File: src/rtl/input_fetch_streamer.sv
// input_fetch_streamer: walks the combinational input memory over one test vector,
// buffers each byte in a small FIFO and streams it out with valid/ready.
// Optional feature macro: INPUT_FETCH_CHECKSUM_EN (16-bit running sum of pushed bytes).
module input_fetch_streamer #(
  parameter int unsigned N_INPUTS   = 62,
  parameter int unsigned N_TESTS    = 750,
  parameter int unsigned DATA_W     = 8,
  parameter int unsigned SEL_W      = 32,
  parameter int unsigned FIFO_DEPTH = 4
) (
  input  logic              clk,
  input  logic              rst,
  input  logic              start,
  input  logic [SEL_W-1:0]  test_idx,
  input  logic              abort,
  output logic [SEL_W-1:0]  mem_input_sel,
  output logic [SEL_W-1:0]  mem_test_sel,
  input  logic [DATA_W-1:0] mem_result,
  output logic [DATA_W-1:0] out_data,
  output logic              out_last,
  output logic              out_valid,
  input  logic              out_ready,
  output logic              busy,
  output logic              done,
  output logic              err,
  output logic [15:0]       checksum
);

  localparam int unsigned IDX_W = $clog2(N_INPUTS);
  localparam int unsigned PTR_W = $clog2(FIFO_DEPTH);
  localparam int unsigned CNT_W = PTR_W + 1;
  localparam int unsigned ENT_W = DATA_W + 1;

  typedef enum logic [1:0] {
    S_IDLE  = 2'd0,
    S_FETCH = 2'd1,
    S_DRAIN = 2'd2,
    S_DONE  = 2'd3
  } state_t;

  state_t             state_q, state_d;
  logic [IDX_W-1:0]   idx_q, idx_d;
  logic [SEL_W-1:0]   test_sel_q, test_sel_d;
  logic [PTR_W-1:0]   wr_ptr_q, wr_ptr_d;
  logic [PTR_W-1:0]   rd_ptr_q, rd_ptr_d;
  logic [CNT_W-1:0]   count_q, count_d;
  logic [ENT_W-1:0]   fifo_q [FIFO_DEPTH];
  logic [ENT_W-1:0]   fifo_d [FIFO_DEPTH];
  logic               err_q, err_d;
  logic               push, pop, start_ok;

  // Handshake qualifiers; push is judged on the count at the start of the cycle
  always_comb begin
    push     = (state_q == S_FETCH) && (count_q < CNT_W'(FIFO_DEPTH));
    pop      = (count_q != '0) && out_ready;
    start_ok = (state_q == S_IDLE) && start && (test_idx < SEL_W'(N_TESTS));
  end

  // Next-state for sequencer, FIFO and error pulse; abort overrides everything but reset
  always_comb begin
    state_d    = state_q;
    idx_d      = idx_q;
    test_sel_d = test_sel_q;
    wr_ptr_d   = wr_ptr_q;
    rd_ptr_d   = rd_ptr_q;
    count_d    = count_q + CNT_W'(push) - CNT_W'(pop);
    fifo_d     = fifo_q;
    err_d      = 1'b0;

    if (push) begin
      fifo_d[wr_ptr_q] = {(idx_q == IDX_W'(N_INPUTS - 1)), mem_result};
      wr_ptr_d         = wr_ptr_q + PTR_W'(1);
    end
    if (pop) begin
      rd_ptr_d = rd_ptr_q + PTR_W'(1);
    end

    unique case (state_q)
      S_IDLE: begin
        if (start_ok) begin
          state_d    = S_FETCH;
          test_sel_d = test_idx;
          idx_d      = '0;
        end else if (start) begin
          err_d = 1'b1;
        end
      end
      S_FETCH: begin
        if (push) begin
          if (idx_q == IDX_W'(N_INPUTS - 1)) begin
            state_d = S_DRAIN;
          end else begin
            idx_d = idx_q + IDX_W'(1);
          end
        end
      end
      S_DRAIN: begin
        if (count_q == '0) begin
          state_d = S_DONE;
        end
      end
      S_DONE: begin
        state_d = S_IDLE;
      end
      default: state_d = S_IDLE;
    endcase

    if (abort) begin
      state_d  = S_IDLE;
      idx_d    = '0;
      wr_ptr_d = '0;
      rd_ptr_d = '0;
      count_d  = '0;
      err_d    = 1'b0;
    end
  end

  // State register
  always_ff @(posedge clk) begin
    if (rst) begin
      state_q    <= S_IDLE;
      idx_q      <= '0;
      test_sel_q <= '0;
      wr_ptr_q   <= '0;
      rd_ptr_q   <= '0;
      count_q    <= '0;
      fifo_q     <= '{default: '0};
      err_q      <= 1'b0;
    end else begin
      state_q    <= state_d;
      idx_q      <= idx_d;
      test_sel_q <= test_sel_d;
      wr_ptr_q   <= wr_ptr_d;
      rd_ptr_q   <= rd_ptr_d;
      count_q    <= count_d;
      fifo_q     <= fifo_d;
      err_q      <= err_d;
    end
  end

`ifdef INPUT_FETCH_CHECKSUM_EN
  logic [15:0] checksum_q, checksum_d;

  // Running sum of pushed bytes; cleared on accepted start, frozen by abort
  always_comb begin
    checksum_d = checksum_q;
    if (start_ok) begin
      checksum_d = '0;
    end else if (push) begin
      checksum_d = checksum_q + 16'(mem_result);
    end
    if (abort) begin
      checksum_d = checksum_q;
    end
  end

  // Checksum register
  always_ff @(posedge clk) begin
    if (rst) begin
      checksum_q <= '0;
    end else begin
      checksum_q <= checksum_d;
    end
  end

  assign checksum = checksum_q;
`else
  assign checksum = 16'h0000;
`endif

  // Output decode, all from registered state
  always_comb begin
    mem_input_sel = SEL_W'(idx_q);
    mem_test_sel  = test_sel_q;
    out_valid     = (count_q != '0);
    {out_last, out_data} = fifo_q[rd_ptr_q];
    busy          = (state_q != S_IDLE);
    done          = (state_q == S_DONE);
    err           = err_q;
  end

endmodule

File: config.mk
export PLATFORM = sky130hd
export DESIGN_NAME = input_fetch_streamer
export DESIGN_NICKNAME = d
export VERILOG_FILES = /design/src/rtl/input_fetch_streamer.sv
export SDC_FILE = /design/constraint.sdc
export NUM_CORES = 1
export LEC_CHECK = 0
export ABC_AREA = 1
export ABC_CLOCK_PERIOD_IN_PS = 1910
export BUFFER_PORTS_ARGS = -buffer_cell sky130_fd_sc_hd__buf_2
export CELL_PAD_IN_SITES_DETAIL_PLACEMENT = 1
export CELL_PAD_IN_SITES_GLOBAL_PLACEMENT = 2
export CORE_MARGIN = 2
export CORE_UTILIZATION = 24
export DETAILED_ROUTE_END_ITERATION = 8
export GPL_TIMING_DRIVEN = 0
export PLACE_DENSITY = 0.83
export SLEW_MARGIN = 20
export SYNTH_ARGS = -nofsm -noshare
export SYNTH_HDL_FRONTEND = slang
export SYNTH_SLANG_ARGS = --single-unit
File: constraint.sdc
create_clock -name clk -period 1.91 [get_ports clk]
set_input_delay 0.382 -clock clk [delete_from_list [all_inputs] [get_ports clk]]
set_output_delay 0.382 -clock clk [all_outputs]
set_load 0.01 [all_outputs]
==> flow_summary.toml <==
[status]
status = "complete, but fails checks"
violations = "negative setup slack"

[cells_and_area]
final_cell_mix = "nand2_1, buf_2, dfxtp_1"
finalNonFillerCells = 896
syn_to_final_growth_pct = 36.73
antenna_cells = 0
fin_nets = 733
final_common_cell = "nand2_1"
fin_util_pct = 33.40
num-fill-cells = 1998
drive_gt1_share_pct = 30.15

[route]
drt_iter0_drc = 151
first_pass_iters = 4
vias = 3713
final_antenna_net_count = 0
finalWirelength_um = 11330
drc_errors = 0
via_per_inst = 4.144
routedWlPerCell_um = 12.65

[sta]
drv_slew = 0
worstMarginPinSlew_ns = 0.7375
period_needed_ns = 1.929
hold_ws_ns = 0.2938
rsz0062_at_grt = "yes"
worst_slack_ns = -0.01913
fin_crit_sh_pct = 101.0
finalSetupViolCount = 1
worst_clock_skew_ns = 0.005783
hold_viol_final = 0
clock.fmax_mhz = 518.4
relSlewSlack_pct = 50.65

[yosys]
ys_seq_elements = 84
async_reset_ff_share_pct = 0
synth_edf_count = 0
yosys.cell_types.count = 28
synth.avg_cell_area_um2 = 7.437
ys.warnings.count = 0
synth_ff_type = "dfxtp_1"
netlist_instances = 518
synth_area_um2 = 3852
ys_seq_area_share_pct = 43.65

[worst_setup_path]
cp_slowest_stage_delay_ns = 0.52
cp_max_fo = 5
worstReg2RegEnd = "count_q[1]"
criticalPathCategory = "reg -> reg"
critPathCaptureType = "flop"
cp.depth = 11
crit_end = "count_q[1]"
crit_family = "adder cells"
reg2regPathDepth = 11
reg2reg_from = "state_q[1]"
crit_path_start = "state_q[1]"
ff2ff_setup_slack_ns = -0.02
cp_slowest_cell = "fa_2"
cp-start-kind = "flop"
critPathArrivalTime_ns = 2.20
crit_chain = "inv_4, ha_4, inv_6, nor2_4, inv_2, ha_4, inv_2, ha_4, fa_2, inv_2, nor2_2"
required_ns = 2.18
critPathBufInv = 5

[grt]
grt_pass1_wl_um = 17840
grt_max_degree = 15
antenna_found_initial = 0
grtUsageTotal_pct = 13.25
grt_pass1_vias = 3727
overflow = 0

[pwr]
ir_drop_uv = 390.3
p_leak_nw = 2.571
power_density_nw_per_um2 = 707.5
total_power_w = 0.003727

[cts]
holdBufCountCts = 0
clk_pin_slew_ns = 0.06
clockBufferDepth = 2
cts_htree_levels = 3
clock_sinks = 84
clk_latency_ns = 0.33
cts_made_buffers = 9
cts-root-buf = "clkbuf_16"
cts_tree = "yes"

[placement]
hpwlAfterDp_um = 8557
pre_cts_ws_ns = -0.1870
io_buffers = 94
gp_congestion = 0.7562
place_inst = 869

[worst_hold_path]
hold_path.class = "in -> reg"

[run]
drv_cap = 0

[die]
die_y_um = 130.7
io_pins = 138
rows = 46
die_w_um = 130.7
coreArea_um2 = 15770
start_util_pct = 24.43
dieArea_um2 = 17080
[sequential cells by signal (all words and copies together) (netlist names)]
name,flops
state_q,2
idx_q,6
wr_ptr_q,2
rd_ptr_q,2
mem_test_sel,32
err,1
count_q,3
fifo_q,36
[synth_stat cells, types with 9 or more instances]
| cell type | n | area share [%] |
|---|---|---|
| ha_1 | 12 | 3.9 |
| a21oi_1 | 45 | 5.8 |
| o22ai_1 | 9 | 1.5 |
| nand3_1 | 24 | 3.1 |
| dfxtp_1 | 84 | 44 |
| nand4_1 | 9 | 1.5 |
| o21ai_0 | 37 | 4.8 |
| nand2_1 | 101 | 9.8 |
| inv_1 | 47 | 4.6 |
| clkbuf_1 | 10 | 0.97 |
| buf_4 | 42 | 8.2 |
| nor2_1 | 69 | 6.7 |
[stage by stage]
stage               setup TNS [ns]  cell area [um2]
floorplan                 -0.01017             4025
global placement           -0.9813             4766
global route               -0.2561             5268
finish                    -0.01913             5268
detailed placement          -2.199             4766
CTS                       -0.01477             5179
[power by group]
| part | switching, W | total, W | internal [W] | leakage, nW |
|---|---|---|---|---|
| registers | 0.000000193 | 0.00175 | 0.00175 | 0.678 |
| logic | 0.000119 | 0.000220 | 0.000100 | 1.74 |
| clock network | 0.000708 | 0.00175 | 0.00105 | 0.149 |
| total | 0.000828 | 0.00373 | 0.00290 | 2.57 |
[tightest hold or removal path, stage by stage]
cell     delay, ns
buf_2         0.10
nand2_1       0.06
nor2_1        0.04
[logic make-up (layout without fill, tap and decap cells)]
family | Yosys count | after routing | synth area share, %
AND/OR/NAND/NOR | 212 | 212 | 23.32
other | 1 | 42 | 0.09734
flip-flops | 84 | 84 | 43.65
XOR/XNOR | 4 | 4 | 0.9096
buffers and inverters | 110 | 231 | 14.91
adder cells (fa/ha/maj) | 13 | 13 | 4.417
AO/OA/AOI/OAI | 94 | 94 | 12.70
[area by class of cell]
class                           instances  area (um2)  share of cell area [%]
Clock buffer                           10       239.0                   4.537
Tap cell                              216       270.3                   5.131
Clock inverter                          6       61.31                   1.164
Inverter                               53       216.5                   4.109
Sequential cell                        84        1687                   32.02
Buffer                                 56       399.1                   7.577
Timing Repair Buffer                  106       560.5                   10.64
Multi-Input combinational cell        365        1834                   34.82
[routing by layer]
metal	up-vias	GRT usage [%]	part of all wire (%)
met2	82	23.71	51
met3	7	2.850	4.3
li1	1884	-	-
met5	-	0	0
met1	1740	16.09	43
met4	0	3.567	0.89
[timing repair]
action | 4_1_cts | 5_1_grt
endpoints found under the setup margin | 41 | 35
buffers inserted | 6 | 6
pin swaps | 4 | 2
gates resized for setup | 24 | 16
[how the worst min path moves through the flow]
stage,from,end,slack (ns),cells past startpoint
after global routing,start,err,0.30,3
after CTS,start,err,0.28,3
final,start,err,0.29,3
after detailed placement,mem_test_sel[11],mem_test_sel[11],0.45,2
after floorplan,fifo_q[10],fifo_q[10],0.44,2
after global placement,mem_test_sel[30],mem_test_sel[30],0.44,2
Power figures use the tool's default switching activity.
